`src/rtl/mux_key_pkg.sv`:
```
// Shared helpers for the key-matching multiplexer: table geometry.
package mux_key_pkg;

  // Width of one key/data entry in the packed lookup table.
  function automatic int unsigned pair_width(input int unsigned key_len,
                                             input int unsigned data_len);
    return key_len + data_len;
  endfunction

endpackage

```
`src/rtl/mux_key_comb.sv`:
```
// Combinational key match over a packed key/data table; matching entries OR
// their data, and DEFAULT is driven when no entry matches.
module mux_key_comb
  import mux_key_pkg::*;
#(
  parameter int unsigned NR_KEY   = 2,
  parameter int unsigned KEY_LEN  = 1,
  parameter int unsigned DATA_LEN = 1,
  parameter logic [DATA_LEN-1:0] DEFAULT = '0
) (
  input  logic [KEY_LEN-1:0]                 key,
  input  logic [NR_KEY*(KEY_LEN+DATA_LEN)-1:0] lut,
  output logic [DATA_LEN-1:0]                out,
  output logic                               hit
);

  localparam int unsigned PAIR = pair_width(KEY_LEN, DATA_LEN);

  if (NR_KEY < 1) begin : g_bad_nr_key
    $error("mux_key_comb: NR_KEY must be at least 1");
  end
  if (KEY_LEN < 1) begin : g_bad_key_len
    $error("mux_key_comb: KEY_LEN must be at least 1");
  end
  if (DATA_LEN < 1) begin : g_bad_data_len
    $error("mux_key_comb: DATA_LEN must be at least 1");
  end

  logic [NR_KEY-1:0]   match;
  logic [DATA_LEN-1:0] masked [NR_KEY];
  logic [DATA_LEN-1:0] or_acc;

  // Each entry: key in the upper KEY_LEN bits, data in the lower DATA_LEN bits.
  for (genvar gi = 0; gi < NR_KEY; gi++) begin : g_entry
    assign match[gi]  = (key == lut[gi*PAIR+DATA_LEN +: KEY_LEN]);
    assign masked[gi] = match[gi] ? lut[gi*PAIR +: DATA_LEN] : '0;
  end

  always_comb begin
    or_acc = '0;
    for (int i = 0; i < NR_KEY; i++) begin
      or_acc = or_acc | masked[i];
    end
    hit = |match;
    out = hit ? or_acc : DEFAULT;
  end

endmodule

```
`src/rtl/mux_key.sv`:
```
// Key-matching multiplexer with a combinational result and an enable-loaded
// registered copy for pipelined users.
module mux_key
  import mux_key_pkg::*;
#(
  parameter int unsigned NR_KEY   = 2,
  parameter int unsigned KEY_LEN  = 1,
  parameter int unsigned DATA_LEN = 1,
  parameter logic [DATA_LEN-1:0] DEFAULT = '0
) (
  input  logic                                 clk,
  input  logic                                 rst,
  input  logic                                 en,
  input  logic [KEY_LEN-1:0]                   key,
  input  logic [NR_KEY*(KEY_LEN+DATA_LEN)-1:0] lut,
  output logic [DATA_LEN-1:0]                  out,
  output logic                                 hit,
  output logic [DATA_LEN-1:0]                  out_q,
  output logic                                 hit_q
);

  logic [DATA_LEN-1:0] out_reg;
  logic                hit_reg;

  mux_key_comb #(
    .NR_KEY   (NR_KEY),
    .KEY_LEN  (KEY_LEN),
    .DATA_LEN (DATA_LEN),
    .DEFAULT  (DEFAULT)
  ) u_comb (
    .key (key),
    .lut (lut),
    .out (out),
    .hit (hit)
  );

  // Reset wins over enable so a mid-stream reset always clears the copy.
  always_ff @(posedge clk) begin
    if (rst) begin
      out_reg <= DEFAULT;
      hit_reg <= 1'b0;
    end else if (en) begin
      out_reg <= out;
      hit_reg <= hit;
    end
  end

  assign out_q = out_reg;
  assign hit_q = hit_reg;

endmodule

```
`config.mk`:
```
export PLATFORM = sky130hd
export DESIGN_NAME = mux_key
export DESIGN_NICKNAME = d
export VERILOG_FILES = /design/src/rtl/mux_key_pkg.sv /design/src/rtl/mux_key_comb.sv /design/src/rtl/mux_key.sv
export SDC_FILE = /design/constraint.sdc
export NUM_CORES = 1
export LEC_CHECK = 0
export CAP_MARGIN = 40
export CORE_AREA = 2 2 39 41
export CTS_BUF_LIST = sky130_fd_sc_hd__clkbuf_4 sky130_fd_sc_hd__clkbuf_8
export CTS_CLUSTER_DIAMETER = 40
export DETAILED_ROUTE_END_ITERATION = 12
export DIE_AREA = 0 0 41 43
export HOLD_SLACK_MARGIN = 0.1
export SYNTH_ARGS = -nofsm -noshare
export SYNTH_HDL_FRONTEND = slang
export SYNTH_SLANG_ARGS = --single-unit
```
`constraint.sdc`:
```
create_clock -name clk -period 1.8 [get_ports clk]
set_input_delay 0.27 -clock clk [delete_from_list [all_inputs] [get_ports clk]]
set_output_delay 0.27 -clock clk [all_outputs]
set_load 0.005 [all_outputs]
```
==> Word level (Yosys, flattened, before mapping) <==
Index checks and enable logic that the tools add are counted.
{ "op_classes": {"n_addsub": 0, "mul": 0, "div_mod_pow": 0, "order_cmp": 0, "n_eq_ne": 2, "shift": 0, "n_mux": 3, "bitwise": 1, "n_reduce_logical": 1} }
{ "op_table": {"columns": ["operator", "n"], "rows": [
  ["$mux 1", 3],
  ["$eq 1x1->1", 2],
  ["$reduce_or 2->1", 1],
  ["$or 1x1->1", 1]
]} }
{ "word_totals": {"regBits": 2, "latchBits": 0, "mem_bits_rw": 0, "romBits": 0, "input_bits": 8, "output_inout_bits": 4, "elab_cells": 9, "memories": 0} }

==> Longest topological paths before layout <==
Gate-level depths: netlist (run 1).
{ "logic_depth": {"depth_word": 4, "depth_mapped": 3, "mapped_depth_nobuf": 3} }

==> By module <==
Synthesis (run 1) repeated with hierarchy kept, for this count alone.
{ "unflattened": {"cells_unflattened": 14, "area_unflattened_um2": 117.6} }
{ "by_module_without_submodules": {"columns": ["module", "n_inst", "cells_per_inst", "area_each_um2", "seq_area_each_um2"], "rows": [
  ["mux_key", 1, 6, 67.6, 40.0],
  ["mux_key_comb", 1, 8, 50.0, 0.0]
]} }

==> Worst setup path before layout (run 1) <==
No wires, ideal clock.
{ "synth_timing": {"path_type": "input to output", "startpoint": "input port lut[1]", "endpoint": "output port out", "t_arrival_ns": 0.621, "required_ns": 1.530, "slack_ns": 0.909, "stages": 2, "path_buffers": 0, "cell_sequence": "xnor2_1 > a22o_1"} }
{ "synth_between": {"elab_chain_cells": 4, "word_cells_on_any_way": 5, "cone_classes": "1 x eq/ne; 2 x mux; 1 x bitwise; 1 x reduce/logical"} }
{ "synth_rtl": {"columns": ["element", "line_no", "text"], "rows": [
  ["start: declaration", "mux_key.sv:15", "input logic [NR_KEY*(KEY_LEN+DATA_LEN)-1:0] lut,"],
  ["$eq 1x1->1 (*)", "mux_key_comb.sv:35", "assign match[gi] = (key == lut[gi*PAIR+DATA_LEN +: KEY_LEN]);"],
  ["$mux 1", "mux_key_comb.sv:36", "assign masked[gi] = match[gi] ? lut[gi*PAIR +: DATA_LEN] : '0;"],
  ["$or 1x1->1", "mux_key_comb.sv:42", "or_acc = or_acc | masked[i];"],
  ["$mux 1 (*)", "mux_key_comb.sv:45", "out = hit ? or_acc : DEFAULT;"],
  ["end: declaration", "mux_key.sv:16", "output logic [DATA_LEN-1:0] out,"]
]} }
Mark *: on every way between the ends. The rest lies on a longest branch, timed or not.

==> Final worst setup path (run 1) <==
{ "layout_timing": {"startpoint": "input port key", "endpoint": "output port out"} }
{ "layout_between": {"elab_chain_cells": 4, "word_cells_on_any_way": 7, "cone_classes": "2 x eq/ne; 3 x mux; 1 x bitwise; 1 x reduce/logical"} }
{ "layout_rtl": {"columns": ["element", "line_no", "text"], "rows": [
  ["start: declaration", "mux_key.sv:14", "input logic [KEY_LEN-1:0] key,"],
  ["$eq 1x1->1", "mux_key_comb.sv:35", null],
  ["$mux 1", "mux_key_comb.sv:36", null],
  ["$or 1x1->1", "mux_key_comb.sv:42", null],
  ["$mux 1 (*)", "mux_key_comb.sv:45", null]
]} }
Marked as above.

==> results of run 1 <==
layout make-up:
class / instances / area, sq um / area share [%]
tap: 16 / 20.0 / 6.43
timing repair buffer: 14 / 129 / 41.4
clock buffer: 3 / 22.5 / 7.23
sequential: 2 / 40.0 / 12.9
multi-input combinational: 13 / 100 / 32.1
timing repair:
action,CTS,global route
hold buffers,0,0
gates resized for setup,4,0
endpoints found under the setup margin,2,0
sequential cells by signal, indices dropped and copies added, names as in the netlist:
| name | count |
|---|---|
| out_q | 1 |
| hit_q | 1 |
logic make-up (layout without fill, tap and decap cells):
group | count (synthesis) | in the layout | synth area share (%)
compound gates | 6 | 6 | 30.2
flops | 2 | 2 | 30.2
simple gates | 5 | 5 | 26.4
xor+xnor | 2 | 2 | 13.2
buf+inv | 0 | 17 | 0
stage by stage:
step	area [sq um]	worst slack, ps
floorplan	133	909
global placement	285	-134
detailed placement	285	-137
CTS	312	88.1
global route	312	47.3
finish	312	81.6
how the worst min path moves through the flow:
stage | startpoint | endpoint | slack [ps] | depth (start not counted)
final | hit_q$_SDFFE_PP0P_ | hit_q$_SDFFE_PP0P_ | 470 | 2
after global placement | hit_q$_SDFFE_PP0P_ | hit_q$_SDFFE_PP0P_ | 470 | 2
after global routing | hit_q$_SDFFE_PP0P_ | hit_q$_SDFFE_PP0P_ | 510 | 2
after CTS | hit_q$_SDFFE_PP0P_ | hit_q$_SDFFE_PP0P_ | 480 | 2
after floorplan | rst | hit_q$_SDFFE_PP0P_ | 340 | 1
after detailed placement | hit_q$_SDFFE_PP0P_ | hit_q$_SDFFE_PP0P_ | 480 | 2
cell usage in the layout, fill, tap and decap left out:
cell type / Yosys / routed
xnor2_1: 2 / 1
nor2b_1: 1 / 1
o21a_1: 1 / 1
nand3b_1: 1 / 1
clkbuf_4: 0 / 3
buf_4: 0 / 3
a22o_1: 1 / 1
nand4b_1: 1 / 1
nand2b_1: 2 / 2
dlygate4sd2_1: 0 / 3
clkdlybuf4s50_1: 0 / 8
a21oi_1: 1 / 1
xnor2_2: 0 / 1
a31oi_1: 1 / 1
dfxtp_1: 2 / 2
o21ai_1: 1 / 1
o211ai_1: 1 / 1
routing by layer:
layer  wire (um)  global-route usage, %  vias to the layer above  part of all wire (%)
met4          14                   6.00                        0                   3.6
met3          56                   3.14                        2                    14
met1         212                   7.62                       69                    54
met5           0                      0                        -                     0
li1            -                      -                       93                     -
met2         111                   5.63                       13                    28
where the power goes:
group          internal (uW)  switching, uW
Combinational           39.0           19.4
Clock                   73.7           27.5
Sequential              48.2           1.50
Total                    161           48.4
worst min-delay path, delay by kind of cell, from the launching register on:
kind | cells | cell delay [ps]
AND/OR/NAND/NOR | 1 | 60
flip-flops | 1 | 300
AO/OA/AOI/OAI | 1 | 50
==> results.ini, run 1 <==
[worst_hold_path]
hold_class=reg2reg

[setup_path]
start_kind=input port
critPathTopFamily=buffers and inverters
worstReg2RegEnd=out_q$_SDFFE_PP0P_
worstRegToRegCells=3
required_ps=1530
r2r_setup_slack_ps=1060
startpoint=key
cp.depth=4
slowest_stage=clkdlybuf4s50_1
arrival_ps=1450
crit_fanout=4
crit_type=in2out
cp_cell_sequence=dlygate4sd2_1 -> xnor2_1 -> a22o_1 -> clkdlybuf4s50_1
crit_path_end_kind=primary output
slowest_delay_ps=490
rr_startpoint=out_q$_SDFFE_PP0P_
crit_buf_inv=2
crit_end=out

[floorplan]
start_util_pct=9.58
ios=12
fp.dieH_um=43
die_w_um=41
core_sq_um=1380
rows=14
die-area_sq_um=1760

[clock_network]
htreeDepth=1
cts_sinks=2
clkLatencyLatePin_ps=220
post-cts-setup-buffers=0
cts_tree=built
clk_pin_slew_worst_paths_ps=30
clock_path_buffers=2
root_buffer=clkbuf_4
cts_made_buffers=3

[route]
drc_errors=0
drt-total-wl_um=394
drt_iter0_markers=1
routed_via_density=3.69
wl_per_cell_um=8.21
vias=177
ant_nets=0
firstDrtPassIters=4

[finish]
instances_no_fill=48
n_fill_cell=158
nNetsFinal=42
final_util_pct=22.5
area_growth_pct=135
drive_gt1_share_pct=21.9
antenna_cells=0

[timing]
worst_slew_pin_slew_ps=203
period_needed_ps=1720
holdWs_ps=470
rsz0062_at_grt=false
final_hold_viol_count=0
fin_tns_setup_ps=0
maxSlewViolCount=0
relSlewSlack_pct=86.4
max_freq_mhz=582
clock_skew_ps=0
setup_viol=0
period_share_pct=95.5

[logic_synthesis]
netlist_instances=15
synth_warnings=0
ys_seq_area_share_pct=30.2
synth.area.top_cells=dfxtp_1, xnor2_1, nand2b_1
yosys.area.top_type=dfxtp_1
syn-num-nets=23
syn_area_sq_um=133
synthTopCellsByCount=dfxtp_1, nand2b_1, xnor2_1
ys_types=12
synthArstFlopShare_pct=0
synth_area_per_cell_sq_um=8.84
synth-seq-cells=2
yosysTopAreaCellShare_pct=30.2
synth-main-ff-cell=dfxtp_1
synth_edf_count=0

[placed_design]
dp.cells=45
hpwl_um=298
numPortBuffers=11
gp_congestion=0.549

[outcome]
status=complete, no violations

[grt]
grt_util_all_layers_pct=5.70
grt_pass1_vias=152
antenna_found_initial=0
grt_max_degree=6
grt_pass1_wl_um=621
grt_overflow=0

[power_and_ir_drop]
leakagePower_uw=0.000120
peakVddDrop_mv=0.244
p_total_uw=209
power_density_nw_per_um2=672

[flow_run]
max_cap_viol_count=0

(Power assumes the default switching activity.)
==> inputs of run 2 (changes only) <==
- CTS_CLUSTER_SIZE: not set -> 28
- SLEW_MARGIN: not set -> 20
==> results of run 2 <==
The final DEF is identical to that of run 1; final timing and power are the same.
